==> src/rtl/gpioemu_mulpop_pkg.sv <==
// Shared constants and types for the gpioemu_mulpop arithmetic peripheral:
// default register map, FSM state encoding, CS bit positions and a helper
// that packs the CS status word.
package gpioemu_pkg;

  localparam logic [15:0] DEF_ADDR_A1   = 16'h0380;
  localparam logic [15:0] DEF_ADDR_A2   = 16'h0388;
  localparam logic [15:0] DEF_ADDR_W    = 16'h0390;
  localparam logic [15:0] DEF_ADDR_L    = 16'h0398;
  localparam logic [15:0] DEF_ADDR_CS   = 16'h03A0;
  localparam logic [15:0] DEF_ADDR_GPIN = 16'h03A8;

  // CS write bits
  localparam int CS_START = 0;
  localparam int CS_CLEAR = 1;

  // CS read bits
  localparam int ST_VALID = 0;
  localparam int ST_DONE  = 1;
  localparam int ST_BUSY  = 2;
  localparam int ST_ERR   = 3;

  typedef enum logic [1:0] {
    IDLE = 2'd0,
    MUL  = 2'd1,
    POP  = 2'd2,
    FIN  = 2'd3
  } state_t;

  // Packs the status flags into the 32-bit CS read word.
  function automatic logic [31:0] cs_word(input logic err, input logic busy,
                                          input logic done, input logic valid);
    logic [31:0] word;
    word           = 32'h0000_0000;
    word[ST_ERR]   = err;
    word[ST_BUSY]  = busy;
    word[ST_DONE]  = done;
    word[ST_VALID] = valid;
    return word;
  endfunction

endpackage

==> src/rtl/gpioemu_mulpop_if.sv <==
// Simple address/strobe bus between a host and the gpioemu_mulpop peripheral.
interface gpioemu_mulpop_if;
  logic [15:0] saddress;
  logic        srd;
  logic        swr;
  logic [31:0] sdata_in;
  logic [31:0] sdata_out;

  modport master (output saddress, output srd, output swr, output sdata_in,
                  input sdata_out);
  modport slave  (input saddress, input srd, input swr, input sdata_in,
                  output sdata_out);
endinterface

==> src/rtl/gpioemu_mulpop_core.sv <==
// Sequential multiply / popcount engine. Snapshots the operands on start,
// builds the product with one shift-add step per multiplier bit (LSB first),
// then counts the ones of the low RESULT_W product bits one bit per cycle.
// fin is high for the single FIN cycle, while w/l/valid are stable.
module gpioemu_mulpop_core
  import gpioemu_pkg::*;
#(
  parameter int DATA_W   = 24,
  parameter int RESULT_W = 32,
  parameter int L_W      = $clog2(RESULT_W + 1)
) (
  input  logic                clk,
  input  logic                reset,
  input  logic                start,
  input  logic [DATA_W-1:0]   a1,
  input  logic [DATA_W-1:0]   a2,
  output logic                busy,
  output logic                fin,
  output logic [RESULT_W-1:0] w,
  output logic [L_W-1:0]      l,
  output logic                valid
);

  localparam int STEP_W = 6;

  state_t                  state;
  logic [2*DATA_W-1:0]     mcand;
  logic [DATA_W-1:0]       mplier;
  logic [2*DATA_W-1:0]     acc;
  logic [2*DATA_W-1:0]     acc_next;
  logic [RESULT_W-1:0]     pop_sr;
  logic [L_W-1:0]          cnt;
  logic [STEP_W-1:0]       step;

  // Partial-product add for the current multiplier bit.
  always_comb begin
    acc_next = acc;
    if (mplier[0]) begin
      acc_next = acc + mcand;
    end else begin
      acc_next = acc;
    end
  end

  // Operation sequencer: snapshot, shift-add, serial popcount, finish.
  always_ff @(posedge clk or posedge reset) begin
    if (reset) begin
      state  <= IDLE;
      mcand  <= '0;
      mplier <= '0;
      acc    <= '0;
      pop_sr <= '0;
      cnt    <= '0;
      step   <= '0;
      busy   <= 1'b0;
      fin    <= 1'b0;
    end else begin
      case (state)
        IDLE: begin
          fin <= 1'b0;
          if (start) begin
            mcand  <= {{DATA_W{1'b0}}, a1};
            mplier <= a2;
            acc    <= '0;
            cnt    <= '0;
            step   <= '0;
            busy   <= 1'b1;
            state  <= MUL;
          end else begin
            state <= IDLE;
          end
        end
        MUL: begin
          acc    <= acc_next;
          mcand  <= mcand << 1;
          mplier <= mplier >> 1;
          if (step == STEP_W'(DATA_W - 1)) begin
            pop_sr <= acc_next[RESULT_W-1:0];
            step   <= '0;
            state  <= POP;
          end else begin
            step <= step + 6'd1;
          end
        end
        POP: begin
          cnt    <= cnt + L_W'(pop_sr[0]);
          pop_sr <= pop_sr >> 1;
          if (step == STEP_W'(RESULT_W - 1)) begin
            step  <= '0;
            fin   <= 1'b1;
            state <= FIN;
          end else begin
            step <= step + 6'd1;
          end
        end
        FIN: begin
          fin   <= 1'b0;
          busy  <= 1'b0;
          state <= IDLE;
        end
        default: begin
          fin   <= 1'b0;
          busy  <= 1'b0;
          state <= IDLE;
        end
      endcase
    end
  end

  assign w     = acc[RESULT_W-1:0];
  assign l     = cnt;
  // Shifting by the full width yields zero, so RESULT_W == 2*DATA_W is always valid.
  assign valid = ((acc >> RESULT_W) == '0);

endmodule

==> src/rtl/gpioemu_mulpop.sv <==
// GPIO-emulator arithmetic peripheral: register decode on the address/strobe
// bus, CS status flags, wrapping operation counter and GPIO input capture
// around the sequential multiply/popcount core.
module gpioemu_mulpop
  import gpioemu_pkg::*;
#(
  parameter int          DATA_W    = 24,
  parameter int          RESULT_W  = 32,
  parameter int          CNT_W     = 16,
  parameter logic [15:0] ADDR_A1   = DEF_ADDR_A1,
  parameter logic [15:0] ADDR_A2   = DEF_ADDR_A2,
  parameter logic [15:0] ADDR_W    = DEF_ADDR_W,
  parameter logic [15:0] ADDR_L    = DEF_ADDR_L,
  parameter logic [15:0] ADDR_CS   = DEF_ADDR_CS,
  parameter logic [15:0] ADDR_GPIN = DEF_ADDR_GPIN
) (
  input  logic                   clk,
  input  logic                   reset,
  gpioemu_mulpop_if.slave        bus,
  input  logic [31:0]            gpio_in,
  input  logic                   gpio_latch,
  output logic [31:0]            gpio_in_s_insp,
  output logic [31:0]            gpio_out,
  output logic                   done_pulse
);

  localparam int L_W = $clog2(RESULT_W + 1);

  logic [DATA_W-1:0]   a1;
  logic [DATA_W-1:0]   a2;
  logic [RESULT_W-1:0] w_reg;
  logic [L_W-1:0]      l_reg;
  logic                valid;
  logic                done;
  logic                err;
  logic [CNT_W-1:0]    op_cnt;
  logic [31:0]         gpio_in_s;
  logic [31:0]         rd_data;

  logic                core_busy;
  logic                core_fin;
  logic [RESULT_W-1:0] core_w;
  logic [L_W-1:0]      core_l;
  logic                core_valid;

  logic wr_cs;
  logic start_req;
  logic clear_req;
  logic core_start;
  logic unused_wdata;

  assign wr_cs      = bus.swr && (bus.saddress == ADDR_CS);
  assign start_req  = wr_cs && bus.sdata_in[CS_START];
  assign clear_req  = wr_cs && bus.sdata_in[CS_CLEAR];
  assign core_start = start_req && !core_busy;
  // Operand bits above DATA_W are discarded on write.
  assign unused_wdata = ^(bus.sdata_in >> DATA_W);

  gpioemu_mulpop_core #(
    .DATA_W   (DATA_W),
    .RESULT_W (RESULT_W),
    .L_W      (L_W)
  ) u_core (
    .clk   (clk),
    .reset (reset),
    .start (core_start),
    .a1    (a1),
    .a2    (a2),
    .busy  (core_busy),
    .fin   (core_fin),
    .w     (core_w),
    .l     (core_l),
    .valid (core_valid)
  );

  // Operand registers; writes are accepted even while an operation runs.
  always_ff @(posedge clk or posedge reset) begin
    if (reset) begin
      a1 <= '0;
      a2 <= '0;
    end else begin
      if (bus.swr && (bus.saddress == ADDR_A1)) begin
        a1 <= bus.sdata_in[DATA_W-1:0];
      end
      if (bus.swr && (bus.saddress == ADDR_A2)) begin
        a2 <= bus.sdata_in[DATA_W-1:0];
      end
    end
  end

  // Status and result: clear first, then completion, then start handling.
  always_ff @(posedge clk or posedge reset) begin
    if (reset) begin
      w_reg <= '0;
      l_reg <= '0;
      valid <= 1'b1;
      done  <= 1'b0;
      err   <= 1'b0;
    end else begin
      if (clear_req) begin
        err  <= 1'b0;
        done <= 1'b0;
      end
      if (core_fin) begin
        w_reg <= core_w;
        l_reg <= core_l;
        valid <= core_valid;
        done  <= 1'b1;
      end
      if (start_req) begin
        if (core_busy) begin
          err <= 1'b1;
        end else begin
          done <= 1'b0;
        end
      end
    end
  end

  // Completion pulse and wrapping operation counter.
  always_ff @(posedge clk or posedge reset) begin
    if (reset) begin
      done_pulse <= 1'b0;
      op_cnt     <= '0;
    end else begin
      done_pulse <= core_fin;
      if (core_fin) begin
        op_cnt <= op_cnt + CNT_W'(1);
      end
    end
  end

  // GPIO input capture.
  always_ff @(posedge clk or posedge reset) begin
    if (reset) begin
      gpio_in_s <= 32'h0000_0000;
    end else if (gpio_latch) begin
      gpio_in_s <= gpio_in;
    end
  end

  // Read multiplexer on the pre-edge register values.
  always_comb begin
    rd_data = 32'h0000_0000;
    case (bus.saddress)
      ADDR_A1:   rd_data = 32'(a1);
      ADDR_A2:   rd_data = 32'(a2);
      ADDR_W:    rd_data = 32'(w_reg);
      ADDR_L:    rd_data = 32'(l_reg);
      ADDR_CS:   rd_data = cs_word(err, core_busy, done, valid);
      ADDR_GPIN: rd_data = gpio_in_s;
      default:   rd_data = 32'h0000_0000;
    endcase
  end

  // Registered read data, held until the next read strobe.
  always_ff @(posedge clk or posedge reset) begin
    if (reset) begin
      bus.sdata_out <= 32'h0000_0000;
    end else if (bus.srd) begin
      bus.sdata_out <= rd_data;
    end
  end

  assign gpio_out       = 32'(op_cnt);
  assign gpio_in_s_insp = gpio_in_s;

endmodule

==> src/flat_wrapper.sv <==
// flat-port wrapper written by rule: the top's interface ports become plain ports
module gpioemu_mulpop_flat import gpioemu_pkg::*;
#(
  parameter int          DATA_W    = 24,
  parameter int          RESULT_W  = 32,
  parameter int          CNT_W     = 16,
  parameter logic [15:0] ADDR_A1   = DEF_ADDR_A1,
  parameter logic [15:0] ADDR_A2   = DEF_ADDR_A2,
  parameter logic [15:0] ADDR_W    = DEF_ADDR_W,
  parameter logic [15:0] ADDR_L    = DEF_ADDR_L,
  parameter logic [15:0] ADDR_CS   = DEF_ADDR_CS,
  parameter logic [15:0] ADDR_GPIN = DEF_ADDR_GPIN
)
  (clk, reset, gpio_in, gpio_latch, gpio_in_s_insp, gpio_out, done_pulse, bus_saddress, bus_srd, bus_swr, bus_sdata_in, bus_sdata_out);
  gpioemu_mulpop_if bus_i ();
  input  logic clk;
  input  logic reset;
  input  logic [31:0] gpio_in;
  input  logic gpio_latch;
  output logic [31:0] gpio_in_s_insp;
  output logic [31:0] gpio_out;
  output logic done_pulse;
  input wire logic [$bits(bus_i.saddress)-1:0] bus_saddress;
  input wire logic [$bits(bus_i.srd)-1:0] bus_srd;
  input wire logic [$bits(bus_i.swr)-1:0] bus_swr;
  input wire logic [$bits(bus_i.sdata_in)-1:0] bus_sdata_in;
  output wire logic [$bits(bus_i.sdata_out)-1:0] bus_sdata_out;
  assign bus_i.saddress = bus_saddress;
  assign bus_i.srd = bus_srd;
  assign bus_i.swr = bus_swr;
  assign bus_i.sdata_in = bus_sdata_in;
  assign bus_sdata_out = bus_i.sdata_out;
  gpioemu_mulpop #(.DATA_W(DATA_W), .RESULT_W(RESULT_W), .CNT_W(CNT_W), .ADDR_A1(ADDR_A1), .ADDR_A2(ADDR_A2), .ADDR_W(ADDR_W), .ADDR_L(ADDR_L), .ADDR_CS(ADDR_CS), .ADDR_GPIN(ADDR_GPIN)) u_core (.clk(clk), .reset(reset), .bus(bus_i), .gpio_in(gpio_in), .gpio_latch(gpio_latch), .gpio_in_s_insp(gpio_in_s_insp), .gpio_out(gpio_out), .done_pulse(done_pulse));
endmodule
==> config.mk <==
export PLATFORM = sky130hd
export DESIGN_NAME = gpioemu_mulpop_flat
export DESIGN_NICKNAME = d
export VERILOG_FILES = /design/src/rtl/gpioemu_mulpop_pkg.sv /design/src/rtl/gpioemu_mulpop_if.sv /design/src/rtl/gpioemu_mulpop_core.sv /design/src/rtl/gpioemu_mulpop.sv /design/src/flat_wrapper.sv
export SDC_FILE = /design/constraint.sdc
export NUM_CORES = 1
export LEC_CHECK = 0
export CAP_MARGIN = 20
export CORE_ASPECT_RATIO = 0.8
export CORE_MARGIN = 1.5
export CORE_UTILIZATION = 65
export CTS_BUF_LIST = sky130_fd_sc_hd__clkbuf_4 sky130_fd_sc_hd__clkbuf_8 sky130_fd_sc_hd__clkbuf_16
export DETAILED_ROUTE_END_ITERATION = 6
export DONT_BUFFER_PORTS = 1
export GPL_TIMING_DRIVEN = 0
export PLACE_DENSITY_LB_ADDON = 0.08
export SYNTH_ARGS = -nofsm -noshare
export SYNTH_HDL_FRONTEND = slang
export SYNTH_SLANG_ARGS = --single-unit
==> constraint.sdc <==
create_clock -name clk -period 17.7 [get_ports clk]
set_clock_uncertainty 0.1 [all_clocks]
set_input_delay 3.54 -clock clk [delete_from_list [all_inputs] [get_ports clk]]
set_output_delay 3.54 -clock clk [all_outputs]
set_load 0.05 [all_outputs]
==> results of run 1 <==
## cells by family after synthesis
kind of cell             count (synthesis)  share of synthesized area, %
flip-flops                             338                         49.80
buffers and inverters                  150                         3.816
adder cells (fa/ha/maj)                 56                         4.169
AO/OA/AOI/OAI                          420                         16.94
other                                    1                       0.02208
multiplexers                           204                         13.00
AND/OR/NAND/NOR                        333                         9.098
XOR/XNOR                                61                         3.145
## worst paths after layout
kind                                         from                       to  depth (start not counted)
max reg2reg                u_core.u_core.mcand[1]    u_core.u_core.acc[45]                         12
max                              bus_saddress[15]    u_core.u_core.acc[17]                         11
max in group asynchronous                   reset  u_core.u_core.mcand[43]                          2
min                             u_core.u_core.fin        u_core.done_pulse                          0
min in group asynchronous                   reset             u_core.a2[4]                          1
min reg2reg                     u_core.u_core.fin        u_core.done_pulse                          0
## stage by stage
| step | util [%] | hold WS [ps] |
|---|---|---|
| finish | 73.59 | 271.4 |
| floorplan | - | 251.9 |
| CTS | 73.59 | 273.9 |
| global route | 73.59 | 292.0 |
| global placement | 68.54 | 258.5 |
| detailed placement | 68.89 | 259.4 |
## metal layers
metal | vias to the layer above | share of wire [%] | track usage [%]
met3 | 87 | 10 | 9.017
met2 | 623 | 43 | 49.92
li1 | 5803 | - | -
met4 | 0 | 3.0 | 11.02
met5 | - | 0 | 0
met1 | 6486 | 44 | 49.35
## power by group through the flow
stage,sequential [mW],combinational (mW),clock [mW]
6_report,0.817,0.0413,0.772
5_1_grt,0.818,0.0460,0.809
4_1_cts,0.817,0.0422,0.778
3_5_place_dp,0.831,0.0422,0
3_3_place_gp,0.832,0.0389,0
2_1_floorplan,0.829,0.0323,0
## critical path: cells and delay by family
kind / cells / cell delay (ps)
compound gates: 2 / 520
buf+inv: 1 / 360
simple gates: 8 / 2760
## final cells by class
cell class	count	area, um2
Fill cell	1817	6735
Inverter	47	183.9
Clock inverter	11	166.4
Timing Repair Buffer	3	82.58
Buffer	103	471.7
Multi-Input combinational cell	1090	7934
Sequential cell	338	8459
Clock buffer	50	1032
Tap cell	351	439.2
## Yosys cell counts (4+ instances only)
master,instances,area (um2)
sky130_fd_sc_hd__dfrtp_1,337,8433
sky130_fd_sc_hd__nand2_1,161,604.3
sky130_fd_sc_hd__mux2_2,133,1498
sky130_fd_sc_hd__o21ai_0,118,590.6
sky130_fd_sc_hd__mux2i_1,71,710.7
sky130_fd_sc_hd__nor2_1,62,232.7
sky130_fd_sc_hd__clkbuf_1,59,221.5
sky130_fd_sc_hd__a21oi_1,56,280.3
sky130_fd_sc_hd__ha_1,55,688.2
sky130_fd_sc_hd__inv_1,47,176.4
sky130_fd_sc_hd__a22o_1,43,376.6
sky130_fd_sc_hd__nand3_1,39,195.2
sky130_fd_sc_hd__xnor2_1,39,341.6
sky130_fd_sc_hd__a21o_1,30,225.2
sky130_fd_sc_hd__o22ai_1,29,181.4
sky130_fd_sc_hd__a222oi_1,24,240.2
sky130_fd_sc_hd__xor2_1,22,192.7
sky130_fd_sc_hd__a21boi_0,19,142.6
sky130_fd_sc_hd__buf_4,16,120.1
sky130_fd_sc_hd__buf_2,14,70.07
sky130_fd_sc_hd__a211oi_1,13,97.59
sky130_fd_sc_hd__buf_1,13,48.80
sky130_fd_sc_hd__a22oi_1,12,90.09
sky130_fd_sc_hd__a31oi_1,9,56.30
sky130_fd_sc_hd__and3_1,9,56.30
sky130_fd_sc_hd__nand4_1,9,56.30
sky130_fd_sc_hd__nand2b_1,7,43.79
sky130_fd_sc_hd__a211o_1,6,52.55
sky130_fd_sc_hd__a221oi_1,6,52.55
sky130_fd_sc_hd__a41oi_1,6,52.55
sky130_fd_sc_hd__nor2b_1,6,37.54
sky130_fd_sc_hd__nor3_1,6,30.03
sky130_fd_sc_hd__o21bai_1,6,45.04
sky130_fd_sc_hd__and2_1,5,31.28
sky130_fd_sc_hd__nor4_1,5,31.28
sky130_fd_sc_hd__o21ai_1,5,25.02
sky130_fd_sc_hd__and4_1,4,35.03
sky130_fd_sc_hd__o21a_1,4,30.03
==> results summary, run 1 <==
The overall die height came out at between 100 and 150 um. The switching power of the nets came out at approximately 0.37 mW. The final period utilization came out at slightly below 40%. The final count of negative-setup-slack endpoints is 0. The number of antenna violations at the first check in global routing came out at 0. The relative max-transition margin came out at 26.75%. Once placement finished, the instance area stood at about 0.018 mm2. From synthesis to final layout, the design area changed by 10.50%. After synthesis, the share of flip-flops with an asynchronous set or reset is 100.0%.

The library cell used most frequently in the layout, excluding fill and tap cells, is sky130_fd_sc_hd__dfrtp_1. The count of nets after finishing is 1759. The relative contribution of the clock network to total power is 47.4%. The setup total negative slack came out at 0 ps.

The final count of pins violating max slew came to 0. The total of cells resized after clock tree synthesis is 0. The floorplan has between 50 and 60 rows.

Data on the critical path arrives at its endpoint at 7180 ps. The total die area is 0.02712 mm2. The global placer's final weighted congestion is approximately 0.98. The initial core utilization is between 60 and 70%. The post-layout minimum cycle time is 6887 ps. The largest vdd supply drop came out at a little under 90 uV. The number of non-filler instances in the completed layout came out at 1993. The library cells used most frequently in the layout, excluding fill and tap cells, are sky130_fd_sc_hd__dfrtp_1, sky130_fd_sc_hd__nand2_1, sky130_fd_sc_hd__mux2_2. The reported leakage power is 8.980 nW. Cell internal power was estimated by the tool at about 1.3 mW. The slew at the pin closest to its max-slew limit came out at roughly 1100 ps. For flop-to-flop paths, the worst setup slack is approximately 13000 ps. In this run the count of I/O pins placed on the die edge is between 150 and 200. The max-capacitance violation count came out at 0. At the placement stage, the worst setup path has a slack of approximately 10000 ps. For this design, the sink count on the clock tree is roughly 340. The required arrival time at the worst endpoint came out at ~18000 ps.

The count of synthesis-stage warnings from yosys came out at 0. The number of design-rule violations left by the first detailed-router iteration came out at 1360. In the final layout, the registers with the most flip-flops are u_core.u_core.acc: 48 flops, u_core.u_core.mcand: 48 flops.

Combinational logic burns under 10% of the power. The post-detailed-route wirelength per cell is 22.66 um. The cell area that synthesis handed to floorplanning was ~0.017 mm2.

The worst setup path is of the input port to flip-flop kind. The total wire length is 45160 um. STA classifies the critical path startpoint as an input port.

The first-pass GRT wire length came out at 71560 um. The number of enable-type register cells in the synthesized netlist is 0. The clock reaches the later pin of the worst-skew pair after between 500 and 600 ps. In the synthesized netlist the dominant register cell turns out to be sky130_fd_sc_hd__dfrtp_1. Total power for the finished layout comes to roughly 1.6 mW. The aggregate global routing overflow came out at 0. Counting flops and latches in the post-synthesis netlist gives between 300 and 400. Walking the worst path, the cells encountered are or4b_1, nor4_2, nand4_2, nor4b_4, nand4_2, nand2_1, nand2_1, nor2_1, a31oi_1, buf_2, a22o_1.

The pin count of the biggest net entering global routing is a little over 100. The minimum setup slack in the final design is 10810 ps. The maximum buffer depth of the clock tree is 3. The class of the tightest hold or removal check is flip-flop to flip-flop. The antenna diode count came out at 0. The number of standard cells after synthesis came out at around 1600. The ratio of cells with drive above 1 in the final layout is between 15 and 20%. The fraction of power spent switching nets came out at a little under a quarter.

The tree is rooted in a sky130_fd_sc_hd__clkbuf_16. Setup repair after global routing left no endpoint under its margin. For this run, design rule violations remaining after detail routing come to 5.

The via count came out at around 13000. The area of all placed cells without fillers is 0.01877 mm2. The first-pass iteration count of the detailed router came out at 7. The power per cell area came out at approximately 87 mW/mm2. After clock tree synthesis, the clock-pin slew on the worst setup and hold paths is 70 ps. The slowest stage of the critical path is the sky130_fd_sc_hd__or4b_1 cell. The buffers inserted during post-CTS setup optimization came out at 0. The number of vias per cell after detailed routing is 6.522. The maximum fanout along the worst path came out at 10. The delay of the slowest cell on the worst path came out at about 540 ps. Summed over all nets, the half-perimeter wirelength after detailed placement is between 30000 and 40000 um. The clock tree synthesis step divided the H-tree into 2 levels. Static timing analysis puts the maximum clock frequency at 0.1452 GHz. The overall global routing resource usage came out at about a third. The core outline area is ~0.026 mm2.

The count of placed standard cells including taps came out at 1932. The number of hold buffers added after CTS came out at 0. The total CTS buffers came out at 35. TritonCTS built the clock tree. The final number of hold-violating endpoints came out at 0. The count of distinct cell types in the synthesized netlist came out at 80. The checks that failed: DRC. The sequential fraction of the synthesis area is around half. The average footprint of a synthesized cell is 10.87 um2.

From left edge to right edge, the die measures approximately 180 um. The worst setup path is captured at a flip-flop. Sequential cells burn about half of the power. The run finished, with violations left. In this run the remaining antenna-violating nets after routing total 0. The number of buffers inserted by port buffering came out at 0.

The via count of the first global-routing pass came to around 13000.
No activity file was read; power rests on OpenSTA's default activity.
==> run 2: changes to the inputs <==
--- a/config.mk
+++ b/config.mk
@@ -8,7 +8,7 @@
 export CAP_MARGIN = 20
 export CORE_ASPECT_RATIO = 0.8
 export CORE_MARGIN = 1.5
-export CORE_UTILIZATION = 65
+export CORE_UTILIZATION = 64
 export CTS_BUF_LIST = sky130_fd_sc_hd__clkbuf_4 sky130_fd_sc_hd__clkbuf_8 sky130_fd_sc_hd__clkbuf_16
 export DETAILED_ROUTE_END_ITERATION = 6
 export DONT_BUFFER_PORTS = 1
==> constraint.sdc (replaced) <==
create_clock -name clk -period 6.7 [get_ports clk]
set_clock_uncertainty 0.1 [all_clocks]
set_input_delay 1.34 -clock clk [delete_from_list [all_inputs] [get_ports clk]]
set_output_delay 1.34 -clock clk [all_outputs]
set_load 0.05 [all_outputs]
==> run 2 against run 1 <==
  * The run still ends with DRC left
  * First-iteration DRC count is 13% lower
  * Routed wire length is 0.84% higher
  * Combinational power grew to 2.8 times the previous value
  * Sequential cell count stayed put
  * Hold slack better by 27 ps
  * Utilization is 1.5 points lower
  * Critical path depth stayed put
  * Final cell count is 0.65% higher
  * Global-route usage is 0.24 points lower
  * Via count is 0.10% higher
  * Sequential power grew to 2.6 times the previous value
  * Critical path type unchanged
==> results summary, run 2 (synthesized netlist as in run 1, its figures left out) <==
The register clock-pin slew on the reported worst setup and hold paths came out at about 60 ps. The number of buffer and inverter instances along the worst setup path came out at 1. The ratio of cells with drive above 1 in the final layout is about 16%.

The master cell of the clock root buffer is sky130_fd_sc_hd__clkbuf_16. The number of ports placed on the die boundary came out at between 150 and 200. In this run, CTS created clock tree buffers numbering 35. The final number of hold-violating endpoints came out at 0. The library cells used most frequently in the layout, excluding fill and tap cells, are sky130_fd_sc_hd__dfrtp_1, sky130_fd_sc_hd__nand2_1, sky130_fd_sc_hd__mux2_2.

Once detailed placement completed, the half-perimeter wirelength came to 33440 um. The signal on the critical path passes through or4b_1, nor4_2, nand4_2, nor4b_4, nand4_2, nand2_1, nand2_1, nor2_1, a31oi_1, buf_2, a22o_1. The beginning of the critical path is bus_saddress[15]. After global routing the overflow that remains totals 0. The clock net in this run drives a total of roughly 340 sinks.

The reported leakage power came out at around 9 nW. The core outline area is 0.02619 mm2. Entering global routing, the biggest net connects between 40 and 50 pins. For the worst-skew pair, the clock arrives at the later sink with an insertion delay of about 530 ps. STA classifies the critical path startpoint as an input port. The largest registers in the layout are u_core.u_core.acc: 48 flops, u_core.u_core.mcand: 48 flops. Broken down by cell family, the worst path's largest delay share belongs to simple AND/OR/NAND/NOR gates. The final count of negative-setup-slack endpoints is 0. The antenna diode count came out at 0. Summed over all layers, the routed wires come to 45550 um. The startpoint identified for the worst hold timing path is u_core.u_core.fin.

The area of all placed cells without fillers is approximately 0.019 mm2. The H-tree generated during clock tree synthesis spans 2 levels. The first global-routing pass estimated 71300 um of wire. The largest vdd supply drop came out at around 190 uV. The number of design-rule violations left by the first detailed-router iteration came out at roughly 1200. The maximum fanout along the worst path is 10. The via count of the first global-routing pass came out at 12729. The post-layout minimum cycle time is around 4800 ps. Setup repair after global routing left no endpoint under its margin. The buffers inserted during post-CTS setup optimization came out at 0. The worst setup path is captured at a flip-flop.

The total of cells resized after clock tree synthesis is 0. In this run the critical register-to-register path is launched from u_core.u_core.mcand[16]. The final reports fail on DRC.

The growth of design area from synthesis to finish is 11.12%. The initial core utilization is between 60% and 70%. Data on the critical path is required at its endpoint by ~7000 ps. Dividing total power by cell area gives a power density of 228.3 mW/mm2. The number of vias per cell after detailed routing is roughly 6.5. The largest single stage delay on the critical path is 560 ps.

TritonCTS built the clock tree. The worst-case hold slack is roughly 300 ps. The number of antenna violations at the first check in global routing is 0. The relative max-transition margin is between 30% and 40%. The number of nets with antenna violations after detailed routing came out at 0. Before antenna repair, the detailed router went through 7 iterations. In this run, post-CTS hold repair placed 0 buffers.

The total die area is 0.02753 mm2. The slew at the pin closest to its max-slew limit came out at between 1000 and 1500 ps. The count of unresolved DRC violations after routing is 1. The final count of pins violating max slew is 0. In this run the deepest clock path goes through 3 buffers. The maximum clock rate came out at ~0.21 GHz.

The global placer's final weighted congestion is between 0.9 and 1. Max-cap violations in this run came to 0. The flow ran to the end, but the final reports show violations.

Data on the critical path arrives at its endpoint at ~5100 ps. The detailed router placed between 10000 and 15000 vias in this run. The die extent in x is 185.1 um.

Leaving out fill and tap cells, the most frequent cell in the layout is sky130_fd_sc_hd__dfrtp_1. The instance area at placement is about 0.018 mm2. The overall global routing resource usage came out at 33.78%. The count of nets after finishing is around 1800. The class of the tightest hold or removal check is flip-flop to flip-flop.

In the final routed layout, each cell accounts on average for between 20 and 25 um. The worst path uses 71.52% of the clock period. The critical path is of the input port to flip-flop type. During placement, the flow inserted port buffers numbering 0. The number of rows in the core area is 53. The slowest stage of the critical path is the sky130_fd_sc_hd__nor2_1 cell. The overall die height came out at 148.7 um.
==> run 2: stage by stage <==
step	setup TNS (ps)	util [%]	setup WS, ps	total power, mW	std cells
floorplan	0	-	742.3	2.276	1578
global placement	-343910	66.78	-1061	2.302	1935
detailed placement	0	67.47	1658	2.317	1944
CTS	0	72.04	2121	4.332	2005
global route	0	72.06	1820	4.424	2006
finish	0	72.06	1908	4.310	2006
==> run 2: worst paths after layout <==
check                      slack, ps  cells after the start                     to
max in group asynchronous       4300                      6  u_core.u_core.acc[44]
hold reg to reg                  300                      0      u_core.done_pulse
min in group asynchronous        580                      1           u_core.a2[3]
hold / removal                   300                      0      u_core.done_pulse
setup reg to reg                2710                     12  u_core.u_core.acc[45]
setup / recovery                1910                     11  u_core.u_core.acc[26]
==> run 2: where the power goes <==
group	switching [mW]	total, mW	internal [mW]
logic	0.0794	0.117	0.0377
registers	0.0994	2.16	2.06
clock network	0.821	2.03	1.21
total	0.999	4.31	3.31
==> run 2: cell type report <==
| type | count | area, um2 |
|---|---|---|
| sequential | 338 | 8459 |
| fill | 1909 | 7320 |
| timing repair buffer | 10 | 185.2 |
| clock buffer | 45 | 999.7 |
| tap | 357 | 446.7 |
| clock inverter | 16 | 197.7 |
| multi-input combinational | 1090 | 7934 |
| inverter | 47 | 180.2 |
| buffer | 103 | 471.7 |
==> run 2: layer usage <==
metal / global-route usage, % / wire [um] / vias up / share of wire [%]
met5: 0 / 0 / - / 0
met4: 11.30 / 1314 / 0 / 2.9
met3: 7.835 / 4243 / 93 / 9.3
met2: 49.53 / 19630 / 590 / 43
met1: 49.57 / 20360 / 6515 / 45
li1: - / - / 5814 / -
==> run 3: changes to the inputs <==
--- a/config.mk
+++ b/config.mk
@@ -8,7 +8,7 @@
 export CAP_MARGIN = 20
 export CORE_ASPECT_RATIO = 0.8
 export CORE_MARGIN = 1.5
-export CORE_UTILIZATION = 64
+export CORE_UTILIZATION = 58
 export CTS_BUF_LIST = sky130_fd_sc_hd__clkbuf_4 sky130_fd_sc_hd__clkbuf_8 sky130_fd_sc_hd__clkbuf_16
 export DETAILED_ROUTE_END_ITERATION = 6
 export DONT_BUFFER_PORTS = 1
==> constraint.sdc (replaced) <==
create_clock -name clk -period 4.2 [get_ports clk]
set_clock_uncertainty 0.1 [all_clocks]
set_input_delay 0.84 -clock clk [delete_from_list [all_inputs] [get_ports clk]]
set_output_delay 0.84 -clock clk [all_outputs]
set_load 0.05 [all_outputs]
==> run 3 against run 2 <==
  * First-iteration DRC count shrank 2.9%
  * The flow now finishes without violations
  * Combinational power grew 59%
  * Sequential cell count is the same
  * Worst setup slack lost 1700 ps
  * Sequential share of layout area is essentially flat
  * Critical path depth grew 2
  * Clock-buffer cell count grew 7
  * Final cell count grew 0.70%
  * Power grew 58%
  * Non-clock buffer count shrank 1
  * Hold slack lost 210 ps
==> results summary, run 3 (synthesized netlist as in run 1, its figures left out) <==
The run finished with clean final reports. Among cell families on the critical path, the largest total delay comes from simple AND/OR/NAND/NOR gates. The filler cells instantiated in the layout total about 2300. The buffers inserted during post-CTS setup optimization is 0. TritonCTS created 36 clock buffers. The area of all placed cells without fillers came out at 0.01888 mm2.

The final count of negative-setup-slack endpoints came out at 0. The final number of hold-violating endpoints came to 0. The cell sitting at the root of the clock tree is a sky130_fd_sc_hd__clkbuf_16. The leading cell type in the layout, fill and taps excluded is sky130_fd_sc_hd__dfrtp_1. Clock-pin slew was measured on the worst setup and hold paths at approximately 60 ps.

In the final layout, the share of cells above drive strength 1 is between 10% and 20%. The overall global routing resource usage is 30.61%. Measured along the y axis, the die boundary spans about 160 um. The core outline area came out at around 0.029 mm2.

The number of ports placed on the die boundary is around 180. The placed instances occupy a cell area of between 0.015 and 0.02 mm2. The worst slack at placement came out at -388.6 ps. The number of antenna violations at the first check in global routing is 0. Cells fill between 60% and 70% of the core in the end. In the routed design, unresolved DRC markers number 0. For this run, the detailed router's first-pass iteration total came to 6. The met1 track demand over resource in global routing came out at between 40% and 50%. The floorplan step defined a die boundary enclosing 0.03033 mm2. Together, buffers and inverters on the worst path number 3. Summed over all layers, the routed wires come to between 40000 and 50000 um. The minimum setup slack in the final design is 219.2 ps.

Entering global routing, the biggest net connects 44 pins. The maximum clock rate is 0.2512 GHz. The worst setup path category is input port to flip-flop. The count of nets after finishing came out at ~1800. The power per cell area came out at approximately 360 mW/mm2. The post-layout minimum cycle time is between 3000 and 4000 ps. The total number of H-tree levels came out at 2.

After detailed routing, the average wire length per cell comes to between 20 and 25 um. After floorplanning, the core was divided into 55 placement rows. The CTS tree is done. The number of buffers inserted by port buffering came out at 0. The congestion estimate from routability-driven global placement came to around 0.96.

Setup repair after global routing left no endpoint under its margin. The number of clock sinks is 338. The final period utilization came out at between 90% and 100%. The kind of start point of the critical path is an input port. The arrival time of data at the critical path endpoint is 4250 ps.

The via count of the first global-routing pass came out at about 12000. In this run the worst hold path is classified as input port to asynchronous set/reset pin. Global routing consumed, on the met3 layer, just over 7% of the routing resources. The required arrival time at the worst endpoint is between 4000 and 5000 ps. met1 is the most crowded layer.

Walking the worst path, the cells encountered are or4b_1, nor4_2, nand4_2, nor4b_4, nand3_1, nor2_1, nand2_2, o21a_1, clkbuf_1, buf_6, buf_2, nand2_1, o21ai_0. The number of nets with antenna violations after detailed routing is 0. The via count came out at roughly 13000. The antenna diode count came out at 0. The largest registers in the layout are u_core.u_core.acc: 48 flops, u_core.u_core.mcand: 48 flops. Measured along the x axis, the die boundary spans around 190 um. Global routing used about 45% of the available met2 tracks. After global routing the overflow that remains totals 0. The tool flagged a number of max-cap violations equal to 0. The first global-routing pass estimated between 70000 and 80000 um of wire. The clock reaches the later pin of the worst-skew pair after between 500 and 600 ps.

The number of vias per cell after detailed routing is 6.343. The element type at the critical path end is a flip-flop. In this run the deepest clock path goes through 3 buffers. In the layout the commonest cells are sky130_fd_sc_hd__dfrtp_1, sky130_fd_sc_hd__nand2_1, sky130_fd_sc_hd__mux2_2.

For the pin with the worst max-slew slack, the measured transition is around 1100 ps. The reported leakage power is 9.016 nW. The slowest stage cell on the critical path is sky130_fd_sc_hd__or4b_1. VDD sags by at most 308.0 uV. In this run, the number of DRC markers left after iteration 0 of detailed routing was approximately 1200. The sum of net half-perimeters after detailed placement came out at ~34000 um. The maximum fanout along the worst path is 10. The final count of pins violating max slew is 0.

On the worst path, the slowest cell contributes a delay of around 530 ps. Once the floorplan was initialized, standard cells occupied just under 60% of the core. Headroom to the max-slew limit came out at 29.58%. The growth of design area from synthesis to finish is 11.15%.
-- run 3: cell count changes in the layout (fill, tap and decap cells not counted), moves of 2 or more --
cell | previous run | this run
sky130_fd_sc_hd__clkbuf_4 | 4 | 12
sky130_fd_sc_hd__bufinv_16 | 4 | 2
sky130_fd_sc_hd__clkbuf_8 | 5 | 3
sky130_fd_sc_hd__clkinv_2 | 9 | 7
sky130_fd_sc_hd__clkinv_4 | 0 | 2
-- run 3: repair_timing --
action | in CTS | in global routing
endpoints found under the setup margin | 1 | 21
resized for setup | 1 | 4
endpoints found under the hold margin | 0 | 0
hold buffers | 0 | 0
-- run 3: final timing paths --
| check | startpoint | end | slack, ps | cells past startpoint |
|---|---|---|---|---|
| setup / recovery | bus_saddress[15] | u_core.u_core.acc[8] | 220 | 13 |
| hold / removal | reset | u_core.gpio_in_s_insp[6] | 90 | 1 |
| setup reg to reg | u_core.u_core.mcand[0] | u_core.u_core.acc[44] | 260 | 13 |
| hold reg to reg | u_core.u_core.fin | u_core.done_pulse | 280 | 0 |
| max in group asynchronous | reset | u_core.u_core.acc[46] | 2570 | 5 |
| min in group clk | u_core.u_core.fin | u_core.done_pulse | 280 | 0 |
-- run 3: metrics by stage --
step	std cells	total power [mW]	hold slack, ps	TNS [ps]
5_1_grt	2020	6.987	113.3	0
2_1_floorplan	1578	3.630	251.9	-423890
4_1_cts	2020	6.851	87.44	0
3_5_place_dp	1957	3.695	263.5	-19440
3_3_place_gp	1948	3.674	257.2	-1048860
6_report	2020	6.808	91.18	0
-- run 3: final cells by class --
type	count	area [um2]	share of cell area [%]
Timing Repair Buffer	9	180.2	0.9543
Buffer	103	471.7	2.499
Clock inverter	11	112.6	0.5965
Sequential cell	338	8459	44.81
Clock buffer	52	1057	5.600
Multi-Input combinational cell	1090	7955	42.14
Inverter	47	180.2	0.9543
Tap cell	370	462.9	2.452
-- run 3: worst reg2reg max path, cell delays in order (launching register included) --
cell                       delay (ps)
sky130_fd_sc_hd__dfrtp_1          420
sky130_fd_sc_hd__ha_1             240
sky130_fd_sc_hd__fa_1             230
sky130_fd_sc_hd__a21o_1           170
sky130_fd_sc_hd__nand3_2          130
sky130_fd_sc_hd__a2111o_1         460
sky130_fd_sc_hd__a21oi_1          310
sky130_fd_sc_hd__nor2_1           150
sky130_fd_sc_hd__o41ai_2          500
sky130_fd_sc_hd__o221ai_2         220
sky130_fd_sc_hd__or3b_4           460
sky130_fd_sc_hd__o21ai_1          190
sky130_fd_sc_hd__xnor2_1          150
sky130_fd_sc_hd__o21ai_1           80
-- run 3: report_power, final --
group | switching (mW) | internal [mW] | total [mW]
Combinational | 0.126 | 0.0602 | 0.186
Sequential | 0.157 | 3.29 | 3.44
Clock | 1.30 | 1.88 | 3.18
-- run 3: metal layers --
layer	share of wire (%)	wire, um
met1	47	21460
met2	43	19550
met3	8.2	3773
met4	2.4	1113
met5	0	0
